## config.mk

```make
export PLATFORM = sky130hd
export DESIGN_NAME = codificador_display_mux
export DESIGN_NICKNAME = d
export VERILOG_FILES = /design/src/rtl/codificador_display_mux.sv
export SDC_FILE = /design/constraint.sdc
export NUM_CORES = 1
export LEC_CHECK = 0
export CELL_PAD_IN_SITES_DETAIL_PLACEMENT = 1
export CELL_PAD_IN_SITES_GLOBAL_PLACEMENT = 1
export CORE_UTILIZATION = 45
export DETAILED_ROUTE_END_ITERATION = 7
export PLACE_DENSITY = 0.95
export SLEW_MARGIN = 20
export SYNTH_ARGS = -nofsm -noshare
export SYNTH_HDL_FRONTEND = slang
export SYNTH_SLANG_ARGS = --single-unit
```

## constraint.sdc

```tcl
create_clock -name Clock -period 5.3 [get_ports Clock]
set_input_delay 0.53 -clock Clock [delete_from_list [all_inputs] [get_ports Clock]]
set_output_delay 0.53 -clock Clock [all_outputs]
set_load 0.02 [all_outputs]
```

## src/rtl/codificador_display_mux.sv

```systemverilog
// Latches a DIGITS-nibble value, encodes it in one of four modes and scans it onto 7-segment digits.
// Define LEADING_ZERO_BLANK_EN to blank leading zero digits.
module codificador_display_mux #(
  parameter int DIGITS   = 4,
  parameter int SCAN_DIV = 1000
) (
  input  logic                  Clock,
  input  logic                  Reset,
  input  logic [4*DIGITS-1:0]   Input,
  input  logic [1:0]            Mode,
  input  logic                  Ready,
  output logic                  Busy,
  output logic [4*DIGITS-1:0]   Output,
  output logic                  Valid,
  output logic [6:0]            Display,
  output logic [DIGITS-1:0]     Anode
);

  localparam int W  = 4 * DIGITS;
  localparam int CW = (SCAN_DIV > 1) ? $clog2(SCAN_DIV) : 1;
  localparam int IW = (DIGITS > 1) ? $clog2(DIGITS) : 1;

  typedef enum logic [1:0] {
    IDLE,
    ENCODE,
    UPDATE
  } state_t;

  state_t         state;
  logic [W-1:0]   data_q;
  logic [1:0]     mode_q;
  logic [W-1:0]   result;
  logic [CW-1:0]  cnt;
  logic [IW-1:0]  idx;
  logic [3:0]     nib;
  logic           blank;

  function automatic logic [W-1:0] encode(
    input logic [W-1:0] x,
    input logic [1:0]   m
  );
    logic [W-1:0] r;
    r = x;
    unique case (m)
      2'b00: r = x;
      2'b01: r = x ^ (x >> 1);
      2'b10: begin
        // nibbles wrap independently, no carry
        for (int i = 0; i < DIGITS; i++)
          r[4*i +: 4] = x[4*i +: 4] + 4'd3;
      end
      default: r = ~x + W'(1);
    endcase
    return r;
  endfunction

  function automatic logic [6:0] seg(input logic [3:0] h);
    logic [6:0] s;
    unique case (h)
      4'h0: s = 7'b1111110;
      4'h1: s = 7'b0110000;
      4'h2: s = 7'b1101101;
      4'h3: s = 7'b1111001;
      4'h4: s = 7'b0110011;
      4'h5: s = 7'b1011011;
      4'h6: s = 7'b1011111;
      4'h7: s = 7'b1110000;
      4'h8: s = 7'b1111111;
      4'h9: s = 7'b1111011;
      4'hA: s = 7'b1110111;
      4'hB: s = 7'b0011111;
      4'hC: s = 7'b1001110;
      4'hD: s = 7'b0111101;
      4'hE: s = 7'b1001111;
      default: s = 7'b1000111;
    endcase
    return s;
  endfunction

  always_ff @(posedge Clock) begin
    if (!Reset) begin
      state  <= IDLE;
      data_q <= '0;
      mode_q <= 2'b00;
      result <= '0;
      Output <= '0;
      Valid  <= 1'b0;
      Busy   <= 1'b0;
    end else begin
      Valid <= 1'b0;
      unique case (state)
        IDLE: begin
          if (Ready) begin
            data_q <= Input;
            mode_q <= Mode;
            Busy   <= 1'b1;
            state  <= ENCODE;
          end
        end
        ENCODE: begin
          result <= encode(data_q, mode_q);
          state  <= UPDATE;
        end
        UPDATE: begin
          Output <= result;
          Valid  <= 1'b1;
          Busy   <= 1'b0;
          state  <= IDLE;
        end
        default: begin
          Busy  <= 1'b0;
          state <= IDLE;
        end
      endcase
    end
  end

  assign nib = Output[{idx, 2'b00} +: 4];

`ifdef LEADING_ZERO_BLANK_EN
  assign blank = (idx != '0) && ((Output >> {idx, 2'b00}) == '0);
`else
  assign blank = 1'b0;
`endif

  // scan runs freely, independent of the encoder
  always_ff @(posedge Clock) begin
    if (!Reset) begin
      cnt     <= '0;
      idx     <= '0;
      Anode   <= '0;
      Display <= 7'b0000000;
    end else begin
      Anode   <= DIGITS'(1) << idx;
      Display <= blank ? 7'b0000000 : seg(nib);
      if (cnt == CW'(SCAN_DIV - 1)) begin
        cnt <= '0;
        idx <= (idx == IW'(DIGITS - 1)) ? '0 : idx + IW'(1);
      end else begin
        cnt <= cnt + CW'(1);
      end
    end
  end

endmodule

```

==> summary.md, run 1 <==
* 0 — # diodes
* 77 — number of sinks driven by the clock tree
* 0.37 ns — clock insertion delay at the later pin of the skew report
* dfxtp_1 — Critical Path Slowest Stage Cell
* 3.01 ns — slack of the worst reg-to-reg path
* 2.58 ns — data arrival time of the worst path
* 0% — fraction of synthesis flops using an asynchronous set or reset pin
* 11100 um — total wirelength of the detailed-routed design
* 43.3% — final worst path period share
* finished clean — result of the run
* 5.59 ns — required time of the critical path
* 0 — YS warnings
* 0 — Max Transition Viols Final
* 0 — # resized after CTS
* 2 — number of buffers on the longest clock path
* 112 uV — maximum ir drop on the vdd rail
* 18500 um — wire length of the first global-routing pass
* reg -> reg — worst hold-check path type
* 9460 um2 — area enclosed by the die boundary
* 8120 um — estimated wirelength of the detail-placed design
* mode_q[0] — reg-to-reg critical path startpoint
* 0 — final hold vios
* dfxtp_1 — most used flip-flop cell after synthesis
* 1.79 nW — Static Leakage
* 1060 — filler instances
* 0 — number of antenna violations at the first check in global routing
* 2.79 ns — Post-Place Setup Slack
* 49 — number of I/O port buffers
* flip-flop — element type at the critical path end
* 2310 um2 — area of the multi-input gates
* 0.09 ns — clock transition at the register clock pins on the worst setup and hold paths after CTS
* 0 — number of flops mapped to enable cells by yosys
* nand2_1 — cell with the most instances after synthesis
* 4 — cell count of the worst reg-to-reg path
* 50 — pin count of the biggest net entering global routing
* dfxtp_1 — post-synthesis cell type with the largest combined area
* 24.4% — total routing resource utilization after global routing
* 5.61 — via density per instance
* 8760 um2 — Core Area
* mode_q[0] — Setup crit start
* false — RSZ-0062 raised after global routing
* 0.903 — routability congestion estimate from global placement
* 0 — Post CTS Setup Buffer Count
* 0 ns — TNS Setup
* 1540 um2 — sequential cell area in the final layout
* 22 — Max FO, Critical Path
* 0 — GRT Residual Overflow
* 575 — number of nets in the layout
* 0.436 GHz — max frequency
* yes — TritonCTS clock tree
* 0.453 ns — Final Hold Slack
* 0.923 ns — Worst Max-Slew Pin Slew
* 0.86 ns — max incr delay on CP
* 50 — number of top-level design ports
* 128 — Detailed Route Iter0 Violations
* 2.29 ns — time the final worst path needs with I/O delays and setup
* 542 — syn_nets
* 5 — first-pass iteration count of the detailed router
* 50 — Unique masters post-synth
* buf_4, nand2_1, or3b_2, a41oi_1 — cells along the critical path
* 3554 — total vias in the final route
* 8.38 um2 — mean post-synth cell area
* 487 — post-synthesis cell count
* nand2_1 (98), dfxtp_1 (77), a21oi_1 (50) — commonest cells in the synthesized netlist
* 3727 — via count of the first global-routing pass
* 34 — number of rows created at floorplan
* 0 — final number of setup-violating endpoints
* 4600 um2 — instance area at placement
* 77 — Seq cells post-synth
* 16.9% — Layout Area Growth over Synthesis
* clkbuf_8 — Clock Root Buffer
* dfxtp_1 (38%), ha_1 (10%), nand2_1 (9.0%), a21oi_1 (6.1%), mux2i_1 (3.9%) — cell types with the largest area share after synthesis
* 258 nW/um2 — power density over cell area
* result[11] — timing endpoint of the critical path
* 0 — Remaining DRCs
* 46.6% — initial cell density of the core
* reg -> reg — kind of critical path
* 17.6 um — average wire per cell in the routed design
* 3.01 ns — crit path setup slack, layout
* 0 — max-capacitance violation count
* 2 — Cells on Worst Hold Path
* 9 — number of buffers created by CTS
* 37.8% — share of the yosys chip area belonging to registers
* 0 — antenna viol nets, final
* 37.8% — area share of the leading cell type in the synthesized netlist
* 4080 um2 — netlist area before placement
* 4770 um2 — post-route cell area
* 97.3 um — die boundary width
* 3 — total number of H-tree levels
* 5.90% — fraction of final layout cells sized beyond drive strength 1
* 0.00843 ns — worst clock skew on the final layout
* result[11] — RR Endpoint
* 0 — hold buffer count at cts
* 38.3% — worst-case headroom to the max-slew limit
* 97.3 um — chip height
* flip-flop — crit start category
-- worst max-delay path: cells and delay by family (launching register included) --
family	cells	cell delay (ns)
flops	1	0.86
simple gates	2	0.78
buf+inv	1	0.39
compound gates	1	0.18
-- where the power goes --
group          total [mW]  internal (mW)  switching (mW)
Clock               0.420          0.175           0.245
Sequential          0.624          0.600          0.0234
Combinational       0.190         0.0796           0.110
Total                1.23          0.855           0.379
-- stage by stage --
stage	instances	utilization [%]	total power [mW]
after floorplan	487	-	0.757
after global placement	617	52.4	0.810
after detailed placement	617	52.4	0.823
after CTS	633	54.5	1.24
after global routing	633	54.5	1.29
final	633	54.5	1.23
-- worst min path at each step --
stage | to | from | slack (ns)
finish | Output[4] | result[4] | 0.45
global route | result[5] | result[5] | 0.48
CTS | result[5] | result[5] | 0.46
detailed placement | result[5] | result[5] | 0.44
global placement | cnt[0] | cnt[0] | 0.43
floorplan | result[5] | result[5] | 0.42
-- per-layer routing --
metal	wire, um	vias to the layer above	global-route usage [%]
met5	0	-	0
met4	367	0	11.1
met3	524	32	4.89
met2	5450	109	42.7
met1	4770	1676	28.7
li1	-	1737	-
-- sequential cells by signal (all words and copies together) (netlist names) --
name / count
result: 16
Display: 7
Output: 16
Anode: 4
Busy: 1
Valid: 1
mode_q: 2
idx: 2
cnt: 10
state: 2
data_q: 16
-- kinds of logic (layout without fill, tap and decap cells) --
group	Yosys count	count (layout)	synth area share, %
muxes	24	24	7.42
AOI/OAI and AO/OA	100	100	14.9
buffers and inverters	54	92	5.61
and+or+nand+nor	180	180	20.0
xor gates and xnor gates	18	18	3.86
adders and majority gates	34	34	10.4
DFF	77	77	37.8
-- placed cells by master (no fill, tap or decap), types with 4 or more instances in the layout --
cell / count
nand2_1: 98
nand4_1: 4
dfxtp_1: 77
o21ai_0: 15
mux2_2: 4
xor2_1: 6
a21oi_1: 50
mux2i_1: 16
nor2b_1: 5
xnor2_1: 12
nor2_1: 29
and2_1: 4
nand3_1: 11
inv_1: 23
buf_4: 4
o31ai_1: 4
clkbuf_8: 9
ha_1: 34
a211oi_1: 4
and3_1: 4
nor3b_1: 4
nor3_1: 5
clkdlybuf4s50_1: 49
-- area by class of cell --
class	instances	share of cell area, %
clock buffers	9	2.59
clock inverters	7	1.15
repair buffers	53	10.9
flip-flops and latches	77	32.3
multi-input cells	356	48.4
well taps	108	2.83
inverters	23	1.81
(Power assumes the default switching activity.)
==> inputs of run 2 (changes only) <==
CORE_UTILIZATION = 38   (was 45)
PLACE_DENSITY = 0.87   (was 0.95)
clock period = 2.01 ns   (was 5.3 ns; I/O delays follow)
==> run 2 against run 1 <==
- fmax rose by 21%
- global-route usage is 4.4 points lower
- worst hold slack worse by 0.073 ns
- critical path type unchanged
- largest power group unchanged
==> summary.md, run 2 (synthesis gave the netlist of run 1 again) <==
* finished clean — result of the run
* nand2_1 — leading cell type in the layout, fill and taps excluded
* 24.4% — global routing usage on met1
* Input[15] — Hold Crit Start
* 0 — Max Transition Viols Final
* 0 — GRT Residual Overflow
* 8080 um — estimated wirelength of the detail-placed design
* 0.09 ns — clock transition at the register clock pins on the worst setup and hold paths after CTS
* Output x16, data_q x16, result x16 — largest registers in the final layout
* 668 nW/um2 — power density over cell area
* data_q[0] — Setup crit start
* 0 — Post CTS Setup Buffer Count
* 94.2% — final worst path period share
* 0.528 GHz — max frequency
* 4 — first-pass iteration count of the detailed router
* false — RSZ-0062 raised after global routing
* clkbuf_8 — Clock Root Buffer
* 3.31 mW — Overall Power
* dfxtp_1 — Critical Path Slowest Stage Cell
* nand2_1 (98), dfxtp_1 (77), a21oi_1 (50) — top library cells by usage in the layout, fill and taps aside
* 1.87 nW — Static Leakage
* 8.89% — fraction of final layout cells sized beyond drive strength 1
* flip-flop — element type at the critical path end
* 0 — # diodes
* in -> reg — worst hold-check path type
* 0.661 ns — Worst Max-Slew Pin Slew
* data_q[0] — reg-to-reg critical path startpoint
* 10600 um — total wirelength of the detailed-routed design
* 106 um — die boundary width
* inv_1, ha_1, and4_1, a21oi_1, nor3b_1, o221a_2 — cells along the critical path
* 1.89 ns — time the final worst path needs with I/O delays and setup
* 0.0135 ns — worst clock skew on the final layout
* met2 — layer carrying the most global-route usage
* 21.2% — Layout Area Growth over Synthesis
* 55.9% — worst-case headroom to the max-slew limit
* 0.0588 ns — Post-Place Setup Slack
* 5.27 — via density per instance
* 0 — final number of setup-violating endpoints
* 660 — number of placed instances with taps included
* 3 — total number of H-tree levels
* 676 — Non-Filler Instances
* 0.36 ns — clock insertion delay at the later pin of the skew report
* 0.915 — routability congestion estimate from global placement
* 3561 — total vias in the final route
* 0 ns — TNS Setup
* flip-flop — crit start category
* 50 — pin count of the biggest net entering global routing
* 106 um — chip height
* 10400 um2 — Core Area
* 35.7% — met2 layer usage reported by global route
* 15.7 um — average wire per cell in the routed design
* 0.49 ns — max incr delay on CP
* reg -> reg — kind of critical path
* 4770 um2 — instance area at placement
* 2 — number of buffers on the longest clock path
* 3706 — via count of the first global-routing pass
* 2.15 ns — data arrival time of the worst path
* 17900 um — wire length of the first global-routing pass
* 0.116 ns — crit path setup slack, layout
* 20.0% — total routing resource utilization after global routing
* yes — TritonCTS clock tree
* 2.27 ns — required time of the critical path
* 590 — number of nets in the layout
* 11200 um2 — area enclosed by the die boundary
* 39.4% — initial cell density of the core
* 47.7% — utilization after layout
* 0 — final hold vios
* 1 — CP Buf/Inv Count
* 50 — number of top-level design ports
* 0.380 ns — Final Hold Slack
* 351 uV — maximum ir drop on the vdd rail
* 3.83% — Global Route met3 Usage
* 0 — Remaining DRCs
* 0 — antenna viol nets, final
* 37 — number of rows created at floorplan
* flip-flops — CP delay by family, top
* 134 — Detailed Route Iter0 Violations
* 8 — Max FO, Critical Path
* 77 — number of sinks driven by the clock tree
* 0 — number of antenna violations at the first check in global routing
* 4950 um2 — post-route cell area
* 9 — number of buffers created by CTS
* 49 — number of I/O port buffers
* 0 — max-capacitance violation count
## run 2: worst paths after layout
path	end	slack [ns]	depth (start not counted)
setup reg to reg	result[8]	0.12	6
hold reg to reg	result[5]	0.45	2
setup / recovery	result[8]	0.12	6
hold / removal	data_q[15]	0.38	3
## run 2: cell type report
| type | count | area [um2] |
|---|---|---|
| Tap cell | 136 | 170 |
| Multi-Input combinational cell | 356 | 2300 |
| Clock buffer | 9 | 124 |
| Sequential cell | 77 | 1540 |
| Clock inverter | 7 | 63.8 |
| Fill cell | 1251 | 5420 |
| Timing Repair Buffer | 68 | 658 |
| Inverter | 23 | 86.3 |
## run 2: layer usage
metal	vias to the layer above	routed length (um)
met5	-	0
met3	12	409
li1	1767	-
met4	0	121
met1	1706	4800
met2	76	5290
## run 2: worst min-delay path: cells and delay by family
family,cells,cell delay [ns]
buffers and inverters,1,0.39
AND/OR/NAND/NOR,1,0.06
AO/OA/AOI/OAI,1,0.05
## run 2: repair_timing
action                     4_1_cts  5_1_grt
setup endpoints to repair        0        4
hold buffers                     0        0
resized for setup                0        2
## run 2: power by group
group	switching (mW)	leakage, nW	internal, mW
clock	0.664	0.0907	0.478
sequential	0.0444	0.628	1.58
combinational	0.302	1.15	0.235
